[config.mk]
export PLATFORM = sky130hd
export DESIGN_NAME = router_out_drain
export DESIGN_NICKNAME = d
export VERILOG_FILES = /design/src/rtl/router_pkg.sv /design/src/rtl/router_skid_buf.sv /design/src/rtl/router_out_drain.sv
export SDC_FILE = /design/constraint.sdc
export NUM_CORES = 1
export LEC_CHECK = 0
export CAP_MARGIN = 30
export CORE_UTILIZATION = 55
export CTS_BUF_LIST = sky130_fd_sc_hd__clkbuf_16
export DETAILED_ROUTE_END_ITERATION = 12
export MAX_ROUTING_LAYER = met4
export PLACE_DENSITY = 0.86
export SETUP_SLACK_MARGIN = 0.2
export SLEW_MARGIN = 20
export SYNTH_ARGS = -nofsm -noshare
export SYNTH_HDL_FRONTEND = slang
export SYNTH_HIERARCHICAL = 1
export SYNTH_SLANG_ARGS = --single-unit
[constraint.sdc]
create_clock -name clk -period 2.7 [get_ports clk]
set_clock_uncertainty 0.15 [all_clocks]
set_input_delay 0.27 -clock clk [delete_from_list [all_inputs] [get_ports clk]]
set_output_delay 0.27 -clock clk [all_outputs]
set_load 0.05 [all_outputs]
[src/rtl/router_pkg.sv]
// router_pkg: shared widths, drain FSM states, header field and round-robin helpers
package router_pkg;
    localparam int DW    = 8;
    localparam int LEN_W = 6;
    localparam int NPORT = 3;
    typedef enum logic [2:0] {IDLE, ARB, HDR, PAY, WAIT, DONE} state_t;
    function automatic logic [LEN_W-1:0] hdr_len(input logic [DW-1:0] h);
        return h[7:2];
    endfunction
    function automatic logic [1:0] hdr_addr(input logic [DW-1:0] h);
        return h[1:0];
    endfunction
    function automatic logic [1:0] rr_next(input logic [1:0] p);
        return (p == 2'(NPORT - 1)) ? 2'd0 : p + 2'd1;
    endfunction
    function automatic logic [1:0] rr_pick(input logic [2:0] v, input logic [1:0] p);
        logic [1:0] q1, q2;
        q1 = rr_next(p);
        q2 = rr_next(q1);
        return v[p] ? p : v[q1] ? q1 : q2;
    endfunction
endpackage

[src/rtl/router_skid_buf.sv]
// router_skid_buf: 2-entry FIFO between router reads and the sink, same-cycle push/pop allowed
module router_skid_buf #(
    parameter int W = 12
) (
    input  logic         clk,
    input  logic         rstn,
    input  logic         push,
    input  logic [W-1:0] din,
    input  logic         pop,
    output logic [W-1:0] dout,
    output logic [1:0]   occ
);
    logic [W-1:0] mem [2];
    logic wp, rp;
    always_ff @(posedge clk) begin
        if (!rstn) begin
            mem[0] <= '0;
            mem[1] <= '0;
            wp     <= 1'b0;
            rp     <= 1'b0;
            occ    <= 2'd0;
        end else begin
            if (push) begin
                mem[wp] <= din;
                wp      <= ~wp;
            end
            if (pop) rp <= ~rp;
            occ <= occ + {1'b0, push} - {1'b0, pop};
        end
    end
    assign dout = mem[rp];
endmodule

[src/rtl/router_out_drain.sv]
// router_out_drain: round-robin drain of the 1x3 router outputs into one skid-buffered sink
module router_out_drain
    import router_pkg::*;
#(
    parameter int TIMEOUT = 64
) (
    input  logic             clk,
    input  logic             rstn,
    input  logic             valid_out0,
    input  logic             valid_out1,
    input  logic             valid_out2,
    input  logic [DW-1:0]    data_out0,
    input  logic [DW-1:0]    data_out1,
    input  logic [DW-1:0]    data_out2,
    output logic             read_en0,
    output logic             read_en1,
    output logic             read_en2,
    output logic [DW-1:0]    m_data,
    output logic             m_valid,
    input  logic             m_ready,
    output logic             m_sop,
    output logic             m_eop,
    output logic [1:0]       m_port,
    output logic             done,
    output logic [1:0]       done_port,
    output logic [LEN_W-1:0] done_len,
    output logic             parity_ok,
    output logic             truncated,
    output logic             drain_busy
);
    localparam int TW = $clog2(TIMEOUT + 1);
    localparam logic [LEN_W:0] REM1 = (LEN_W + 1)'(1);
    state_t state;
    logic [1:0] ptr, grant, occ;
    logic [2:0] valid;
    logic [DW-1:0] din, acc;
    logic [LEN_W-1:0] len;
    logic [LEN_W:0] rem;
    logic [TW-1:0] tcnt;
    logic [DW+3:0] buf_out;
    logic rd, rd_q, hdr_sent, trunc, room, tmo, live;

    assign valid = {valid_out2, valid_out1, valid_out0};
    assign din = (grant == 2'd0) ? data_out0 : (grant == 2'd1) ? data_out1 : data_out2;
    // a read issued last cycle still lands in the buffer, so it counts against the 2 slots
    assign room = (occ == 2'd0) || (occ == 2'd1 && !rd_q);
    assign live = (state == HDR) || (state == PAY);
    assign rd = live && valid[grant] && room && ((state == HDR) ? !hdr_sent : rem != '0);
    assign tmo = live && !valid[grant] && tcnt == TW'(TIMEOUT - 1);
    assign read_en0 = rd && grant == 2'd0;
    assign read_en1 = rd && grant == 2'd1;
    assign read_en2 = rd && grant == 2'd2;
    assign drain_busy = state != IDLE;
    assign m_valid = occ != 2'd0;
    assign {m_data, m_sop, m_eop, m_port} = buf_out;

    router_skid_buf #(.W(DW + 4)) u_buf (
        .clk  (clk),
        .rstn (rstn),
        .push (rd_q),
        .din  ({din, state == HDR, state == WAIT && !trunc, grant}),
        .pop  (m_valid && m_ready),
        .dout (buf_out),
        .occ  (occ)
    );

    always_ff @(posedge clk) begin
        if (!rstn) begin
            state     <= IDLE;
            ptr       <= 2'd0;
            grant     <= 2'd0;
            rd_q      <= 1'b0;
            hdr_sent  <= 1'b0;
            trunc     <= 1'b0;
            len       <= '0;
            rem       <= '0;
            acc       <= '0;
            tcnt      <= '0;
            done      <= 1'b0;
            done_port <= 2'd0;
            done_len  <= '0;
            parity_ok <= 1'b0;
            truncated <= 1'b0;
        end else begin
            rd_q <= rd;
            done <= 1'b0;
            if (rd) tcnt <= '0;
            else if (live && !valid[grant]) tcnt <= tcnt + TW'(1);
            case (state)
                IDLE: if (|valid) state <= ARB;
                ARB: begin
                    if (|valid) begin
                        grant <= rr_pick(valid, ptr);
                        ptr   <= rr_next(rr_pick(valid, ptr));
                    end
                    hdr_sent <= 1'b0;
                    trunc    <= 1'b0;
                    len      <= '0;
                    tcnt     <= '0;
                    state    <= (|valid) ? HDR : IDLE;
                end
                HDR: begin
                    if (rd) hdr_sent <= 1'b1;
                    if (tmo) begin
                        trunc <= 1'b1;
                        state <= WAIT;
                    end else if (rd_q) begin
                        len   <= hdr_len(din);
                        rem   <= {1'b0, hdr_len(din)} + REM1;
                        acc   <= din;
                        state <= PAY;
                    end
                end
                PAY: begin
                    if (rd_q) acc <= acc ^ din;
                    if (tmo) begin
                        trunc <= 1'b1;
                        state <= WAIT;
                    end else if (rd) begin
                        rem <= rem - REM1;
                        if (rem == REM1) state <= WAIT;
                    end
                end
                WAIT: if (trunc || rd_q) begin
                    done      <= 1'b1;
                    done_port <= grant;
                    done_len  <= len;
                    parity_ok <= !trunc && acc == din;
                    truncated <= trunc;
                    state     <= DONE;
                end
                DONE: state <= IDLE;
                default: state <= IDLE;
            endcase
        end
    end
endmodule
==> results of run 1 <==
[power groups by stage]
stage | Clock (mW) | Combinational, mW | Sequential (mW)
6_report | 1.20 | 1.12 | 1.31
5_1_grt | 1.26 | 1.19 | 1.32
4_1_cts | 1.22 | 1.11 | 1.31
3_5_place_dp | 0 | 1.07 | 1.34
3_3_place_gp | 0 | 1.04 | 1.33
2_1_floorplan | 0 | 0.745 | 1.33
[cell usage after synthesis, drive strengths merged (2+ instances only)]
master / number / area share [%]
a21boi: 2 / 0.37
a21oi: 22 / 2.7
a22oi: 9 / 1.7
a31o: 2 / 0.44
a32oi: 6 / 1.3
a41o: 2 / 0.50
and2: 6 / 0.93
and3: 3 / 0.47
buf: 11 / 2.2
clkbuf: 11 / 1.1
dfxtp: 54 / 27
edfxtp: 24 / 18
ha: 7 / 2.2
inv: 6 / 0.56
mux2: 20 / 6.5
mux2i: 10 / 2.5
nand2: 68 / 6.4
nand2b: 6 / 1.1
nand3: 12 / 1.5
nand3b: 2 / 0.37
nand4: 4 / 0.62
nor2: 59 / 5.5
nor2b: 3 / 0.53
nor3: 5 / 0.75
nor3b: 2 / 0.37
o2111ai: 2 / 0.44
o211a: 2 / 0.50
o211ai: 3 / 0.68
o21ai: 27 / 3.6
o2bb2ai: 2 / 0.59
o31ai: 2 / 0.37
or3: 5 / 0.78
or4: 3 / 0.56
xnor2: 5 / 1.1
xor2: 12 / 2.6
[routing by layer]
layer	up-vias	GRT usage (%)	share of wire, %
li1	1676	-	-
met1	1663	31.2	40
met2	147	47.6	51
met3	16	4.27	7.3
met4	0	11.0	1.6
met5	-	-	0
[registers in the layout, indices dropped and copies added, names as in the netlist, 2 cells and up, named ones only]
| name | count |
|---|---|
| acc | 8 |
| done_len | 6 |
| done_port | 2 |
| grant | 2 |
| len | 6 |
| ptr | 2 |
| rem | 7 |
| state | 3 |
| tcnt | 7 |
| u_buf/mem | 24 |
| u_buf/occ | 2 |
[worst paths after layout]
check	slack (ns)	to	depth (start not counted)
min reg2reg	0.31	done_port[1]	2
max reg2reg	0.34	acc[3]	7
min	0.31	done_port[1]	2
max	0.27	read_en2	6
[cells in the final DEF, fill, tap and decap left out, types with 3 or more instances in the layout]
master and instances:
nand2_1 67, nor2_1 59, clkdlybuf4s50_1 53, dfxtp_1 50, edfxtp_1 24, buf_4 23, a21oi_1 21, o21ai_0 20
xor2_1 12, nand3_1 11, mux2_2 10, clkbuf_16 10, mux2_4 10, mux2i_1 9, a22oi_1 9, inv_1 7
ha_1 7, and2_1 6, a32oi_1 6, nand2b_1 5, or3_1 5, xnor2_1 5, o21ai_2 4, nand4_1 4
o21ai_1 3, nor3_1 3, and3_1 3, or4_1 3, buf_12 3
[logic make-up after synthesis]
family,after synthesis
adder cells (fa/ha/maj),7
XOR/XNOR,18
AND/OR/NAND/NOR,183
AO/OA/AOI/OAI,89
buffers and inverters,29
multiplexers,30
flip-flops,78
[what timing repair did]
action | CTS | global route
gates resized for setup | 11 | 7
pin swaps | 2 | 3
buffers inserted | 3 | 2
endpoints found under the setup margin | 3 | 17
[metrics by stage]
step	hold WS [ns]	std cells	worst slack, ns	total power [mW]	instance area (um^2)
floorplan	0.282	434	0.268	2.07	4040
global placement	0.298	583	0.212	2.38	4760
detailed placement	0.297	583	0.100	2.41	4760
CTS	0.313	601	0.213	3.63	5120
global route	0.327	603	0.206	3.77	5160
finish	0.308	603	0.266	3.64	5160
[cell type report]
type	count	share of cell area (%)
clock buffers	10	4.85
clock inverters	5	0.946
inverters	7	0.509
multi-input cells	327	41.2
flip-flops and latches	78	35.1
well taps	96	2.33
repair buffers	80	15.0
[worst max-delay path, stage by stage, from the launching register on]
cell and delay [ns]:
dfxtp_4 0.35, or3b_4 0.38, nand4_1 0.10, nand3_2 0.09, a211o_4 0.32, nor3b_4 0.26, buf_12 0.17
==> flow_summary_export.csv, run 1 <==
group,metric,value,unit
outcome,outcome,"completed",
hold_path,worstHoldStart,"done_port[1]",
timing,finalHoldViolCount,0,
synthesis,synth_mux_area_share,9.03,%
power,p_leak,1.96,nW
route,vias,3502,
setup_path,reg2reg_from,"tcnt[0]",
die,rows,30,
grt,grt_pass1_wl,15.4,mm
synthesis,syn-num-nets,471,
setup_path,setup.worst_path.start,"state[2]",
timing,setup_viol,0,
cts,clock-sinks,78,
cts,insertion_delay,0.33,ns
synthesis,synthAdderAreaFrac,2.18,%
timing,rsz0062_at_grt,"no",
flow_run,maxCapViolCount,0,
route,first_pass_iters,6,
die,die-area,0.00766,mm^2
route,wire_per_inst,16.1,um
power,p_switching,1.16,mW
grt,grt_max_degree,34,
synthesis,synth-seq-cells,78,
die,num_io_pins,58,
finish,area_growth,28.3,%
synthesis,synth_top_family_by_area,"simple AND/OR/NAND/NOR gates",
cts,cts_inserted_buffers,9,
synthesis,ys_seq_area_share,44.8,%
route,postRouteAntennaNets,0,
finish,final_nets,540,
die,core_area,0.00694,mm^2
cts,clock_path_buffers,2,
synthesis,syn-cell-area,0.00402,mm^2
timing,fmax,411,MHz
grt,grtUsageTotal,27.3,%
route,drt_iter0_drc,263,
die,initial_core_util,57.9,%
power,p_int,2.48,mW
place,gp_congestion,0.929,
synthesis,synthArstFlopShare,0,%
die,die_h,87.5,um
synthesis,synth-xor-area-share,4.26,%
power,sw_frac_of_total,31.9,%
finish,multi_input_area,0.00213,mm^2
finish,diodes,0,
route,routed_via_density,5.81,
synthesis,syn_inst,434,
synthesis,synth-simple-area-share,20.9,%
synthesis,synthFlopType,"dfxtp_1",
timing,min_period_over_period,90.1,%
cts,cts_tree,"built",
cts,ctsHoldBuffers,0,
timing,slew_viol_final,0,
setup_path,crit_arrival,2.01,ns
setup_path,startpoint_type,"register",
cts,htree_levels,3,
timing,setup-tns-final,0,ns
die,die_w,87.5,um
timing,slew_headroom,59.6,%
cts,root_buffer,"clkbuf_16",
synthesis,ys_types,63,
finish,drive_above_1_share,17.0,%
timing,min_period,2.43,ns
power,ir_drop,520,uV
setup_path,crit_type,"register to output pin",
setup_path,cp-end-kind,"output pin",
grt,grt_overflow,0,
finish,final-seq-area,0.00181,mm^2
power,p_seq_share,36.1,%
grt,grt_pass1_vias,3332,
finish,fillerInstances,498,
power,pwr-share-clk,33.0,%
synthesis,synth_compound_area_share,14.9,%
place,port_buffers,57,
synthesis,synth_warnings,6,
timing,max_slew.worst_pin.slew,0.604,ns
grt,antenna_found_initial,0,
setup_path,critPathMaxFanout,5,
power,combPwrFrac,30.9,%
hold_path,min_path_type,"register to register",
cts,path_clk_slew,0.06,ns
route,drt_drc_violations_left,0,
finish,utilization,74.3,%
place,dp.final_hpwl,6.72,mm
synthesis,syn_avg_cell_area,9.26,um^2
synthesis,synth_edf_count,24,
power,p_per_area,705,mW/mm^2
route,routed_wl,9.74,mm
setup_path,worstPathRequired,2.28,ns
No activity file was read; power rests on OpenSTA's default activity.
==> run 2: changes to the inputs <==
- PLACE_DENSITY: 0.86 -> 0.81
==> run 2 against run 1 <==
  * Global-route usage hardly changed
  * Largest cell class unchanged
  * Largest power group unchanged
  * Critical path depth stayed put
  * Die area stayed put
  * Power is 0.16% higher
  * Cell count is 0.17% lower
==> flow_summary_export.csv, run 2 (synthesized netlist as in run 1, its figures left out) <==
group,metric,value,unit
outcome,outcome,"completed",
setup_path,reg2reg_from,"tcnt[0]",
hold_path,hold_path_end,"done_len[3]",
place,port_buffers,57,
finish,fin_area,0.00514,mm^2
die,die_h,87.5,um
cts,clock-sinks,78,
power,p_per_area,709,mW/mm^2
power,p_leak,1.94,nW
cts,ctsHoldBuffers,0,
grt,grtUsageTotal,27.3,%
place,place_area,0.00475,mm^2
cts,htree_levels,3,
finish,largest_registers,"u_buf/mem: 24 flops, acc: 8 flops",
finish,diodes,0,
setup_path,crit_type,"register to output pin",
die,die-area,0.00766,mm^2
cts,path_clk_slew,0.06,ns
finish,largest_reg_flops,24,
finish,final_nets,538,
finish,utilization,74.0,%
timing,setup_viol,0,
route,vias,3508,
finish,final_common_cell,"nand2_1",
hold_path,hold_depth,2,
route,wire_per_inst,16.0,um
cts,root_buffer,"clkbuf_16",
die,num_io_pins,58,
finish,final-seq-area,0.00181,mm^2
finish,area_growth,27.8,%
setup_path,cp_num_buf_inv,1,
hold_path,worstHoldStart,"len[3]",
route,first_pass_iters,5,
grt,grt_pass1_wl,15.5,mm
timing,fmax,409,MHz
cts,insertion_delay,0.34,ns
setup_path,crit_arrival,2.03,ns
finish,drive_above_1_share,16.4,%
timing,setup-tns-final,0,ns
timing,max_slew.worst_pin.slew,0.582,ns
cts,cts_inserted_buffers,9,
route,postRouteAntennaNets,0,
route,routed_via_density,5.83,
setup_path,critPathMaxStageDelay,0.38,ns
cts,clock_path_buffers,2,
grt,grt_overflow,0,
route,routed_wl,9.65,mm
die,core_area,0.00694,mm^2
timing,finalHoldViolCount,0,
timing,min_period,2.45,ns
route,drt_iter0_drc,287,
die,initial_core_util,57.9,%
place,gp_congestion,0.857,
finish,multi_input_area,0.00212,mm^2
finish,final_cell_mix,"67 x nand2_1, 59 x nor2_1, 54 x clkdlybuf4s50_1",
cts,cts_tree,"built",
finish,fillerInstances,498,
timing,rsz0062_at_grt,"no",
setup_path,rrSetupSlack,0.35,ns
route,drt_drc_violations_left,0,
timing,min_period_over_period,90.6,%
setup_path,cpLargestDelayFamily,"simple AND/OR/NAND/NOR gates",
setup_path,path_cells,"or3b_4, nand4_1, nand3_2, a211o_4, nor3b_4, buf_12",
setup_path,reg2reg_depth,7,
timing,whs,0.300,ns
grt,grt_pass1_vias,3356,
setup_path,critPathMaxFanout,7,
place,dp.final_hpwl,6.42,mm
setup_path,r2r-end,"acc[3]",
timing,slew_viol_final,0,
power,ir_drop,414,uV
die,die_w,87.5,um
setup_path,cp-end-kind,"output pin",
timing,slew_headroom,60.8,%
setup_path,critPathSlowestCell,"or3b_4",
hold_path,min_path_type,"register to register",
die,rows,30,
flow_run,maxCapViolCount,0,
setup_path,worstPathRequired,2.28,ns
grt,antenna_found_initial,0,
setup_path,startpoint_type,"register",
finish,top_register,"u_buf/mem",
grt,grt_max_degree,34,
-- run 2: worst max path at each step --
stage | startpoint | to | slack [ns] | depth (start not counted)
finish | state[1] | read_en1 | 0.25 | 6
detailed placement | valid_out0 | read_en2 | 0.09 | 7
global route | state[1] | read_en1 | 0.21 | 6
global placement | valid_out0 | read_en1 | 0.18 | 7
CTS | state[1] | read_en1 | 0.20 | 6
floorplan | state[1] | read_en2 | 0.27 | 5
-- run 2: final cells by class --
class | count | area share [%]
Clock buffer | 10 | 4.87
Clock inverter | 6 | 1.05
Inverter | 7 | 0.511
Multi-Input combinational cell | 327 | 41.3
Sequential cell | 78 | 35.2
Tap cell | 96 | 2.34
Timing Repair Buffer | 78 | 14.8
-- run 2: per-stage QoR --
step           power (mW)  setup slack (ns)  cells
5_1_grt              3.78             0.214    602
6_report             3.64             0.255    602
3_5_place_dp         2.40            0.0903    582
3_3_place_gp         2.37             0.176    582
2_1_floorplan        2.07             0.268    434
4_1_cts              3.64             0.203    601
-- run 2: where the power goes --
group          leakage [nW]  total [mW]  internal [mW]  switching [mW]
registers             0.685        1.31           1.27          0.0451
clock network         0.156        1.23          0.761           0.465
logic                  1.10        1.10          0.444           0.661
total                  1.94        3.64           2.47            1.17
-- run 2: repair_timing --
action                                  in CTS  in global routing
setup buffers                                3                  1
pin swaps                                    5                  2
resized for setup                           13                  2
endpoints found under the setup margin       3                 15
hold endpoints to repair                     0                  0
-- run 2: worst reg2reg max path, delay by kind of cell (launching register included) --
kind	cells	cell delay, ns
AOI/OAI and AO/OA	2	0.62
DFF	1	0.39
adders and majority gates	1	0.22
and+or+nand+nor	3	0.57
muxes	1	0.28
-- run 2: routing by layer --
layer,GRT usage [%],share of wire [%]
met1,32.7,42
met2,44.5,48
met3,4.64,7.1
met4,13.4,2.6
met5,-,0
==> run 3: changes to the inputs <==
- RECOVER_POWER: unset -> 25
==> run 3 against run 2 <==
  * Clock power is essentially flat
  * Global-route usage unchanged
  * Register-to-register slack got worse by 0.06 ns
  * Clock-buffer cell count stayed put
  * Die area unchanged
  * Non-clock buffer count unchanged
  * Worst setup slack worse by 0.078 ns
==> flow_summary_export.csv, run 3 (synthesized netlist as in run 1, its figures left out) <==
group,metric,value,unit
cts,cts_tree,"built",
die,num_io_pins,58,
cts,clock-sinks,78,
route,routed_via_density,5.81,
outcome,outcome,"completed",
cts,clock_path_buffers,2,
finish,finalNonFillerCells,602,
die,die_w,87.5,um
route,postRouteAntennaNets,0,
cts,path_clk_slew,0.06,ns
cts,root_buffer,"clkbuf_16",
hold_path,min_path_type,"register to register",
die,initial_core_util,57.9,%
route,vias,3498,
finish,top_register,"u_buf/mem",
place,port_buffers,57,
flow_run,maxCapViolCount,0,
place,dp.final_hpwl,6.42,mm
finish,diodes,0,
grt,grt_pass1_wl,15.5,mm
setup_path,worstPathRequired,2.28,ns
timing,finalHoldViolCount,0,
timing,min_period_over_period,93.4,%
grt,grt_max_degree,34,
finish,fillerInstances,504,
setup_path,critPathMaxFanout,7,
cts,htree_levels,3,
cts,ctsHoldBuffers,0,
timing,rsz0062_at_grt,"no",
place,preCtsSetupSlack,0.0903,ns
grt,antenna_found_initial,0,
finish,drive_above_1_share,15.4,%
timing,slew_headroom,59.8,%
finish,largest_registers,"u_buf/mem: 24 flops, acc: 8 flops",
place,gp_congestion,0.857,
cts,cts_inserted_buffers,9,
setup_path,crit_arrival,2.10,ns
timing,min_period,2.52,ns
timing,setup_ws,0.177,ns
die,die_h,87.5,um
timing,whs,0.299,ns
die,die-area,0.00766,mm^2
place,placed_cells,582,
power,ir_drop,414,uV
route,wire_per_inst,16.0,um
finish,area_growth,27.3,%
power,p_leak,1.93,nW
finish,final_nets,538,
timing,max_slew.worst_pin.slew,0.599,ns
cts,insertion_delay,0.34,ns
finish,final_common_cell,"nand2_1",
setup_path,startpoint_type,"register",
route,first_pass_iters,5,
setup_path,crit_type,"register to output pin",
die,rows,30,
grt,grt_pass1_vias,3356,
grt,grtUsageTotal,27.3,%
finish,utilization,73.7,%
finish,final_cell_mix,"67 x nand2_1, 59 x nor2_1, 52 x dfxtp_1, 52 x clkdlybuf4s50_1, 24 x edfxtp_1",
setup_path,cp-end-kind,"output pin",
timing,setup_viol,0,
grt,grt_overflow,0,
route,drt_iter0_drc,288,
finish,largest_reg_flops,24,
route,routed_wl,9.65,mm
die,core_area,0.00694,mm^2
timing,fmax,396,MHz
timing,slew_viol_final,0,
timing,setup-tns-final,0,ns
power,p_per_area,710,mW/mm^2
route,drt_drc_violations_left,0,
==> run 3: timing repair <==
item                                    in CTS  in global routing
pin swaps                                    5                  2
hold endpoints to repair                     0                  0
gates resized for setup                     13                  2
setup buffers                                3                  1
endpoints found under the setup margin       3                 15
==> run 3: cell type report <==
class	instances	area (um^2)	area share (%)
clock buffers	10	250	4.89
clock inverters	6	53.8	1.05
inverters	7	26.3	0.513
multi-input cells	327	2110	41.3
flip-flops and latches	78	1800	35.3
well taps	96	120	2.35
repair buffers	78	751	14.7
==> run 3: path summary, 6_finish.rpt <==
kind / cells after the start / start / slack, ns / endpoint
min reg2reg: 2 / len[3] / 0.30 / done_len[3]
min: 2 / len[3] / 0.30 / done_len[3]
max reg2reg: 8 / state[1] / 0.29 / rem[2]
max: 6 / state[1] / 0.18 / read_en1
==> run 3: critical path, stage by stage (launching register included) <==
cell	delay, ns
dfxtp_1	0.42
or3b_1	0.40
nand4_1	0.13
nand3_2	0.09
a211o_4	0.33
nor3b_4	0.23
buf_12	0.16
==> run 3: per-stage QoR <==
| stage | power, mW | instance area, um^2 |
|---|---|---|
| floorplan | 2.07 | 4040 |
| global placement | 2.37 | 4750 |
| detailed placement | 2.40 | 4750 |
| CTS | 3.64 | 5120 |
| global route | 3.77 | 5120 |
| finish | 3.63 | 5120 |
==> run 3: report_power, final <==
group          switching (mW)  internal, mW  leakage [nW]
clock                   0.464         0.761         0.156
sequential             0.0444          1.27         0.685
combinational           0.662         0.438          1.09
==> run 3: routing by layer <==
metal	GRT usage, %	up-vias	routed length [um]
li1	-	1685	-
met1	32.7	1658	4110
met2	44.5	132	4680
met3	4.64	23	622
met5	-	-	0
met4	13.4	0	232
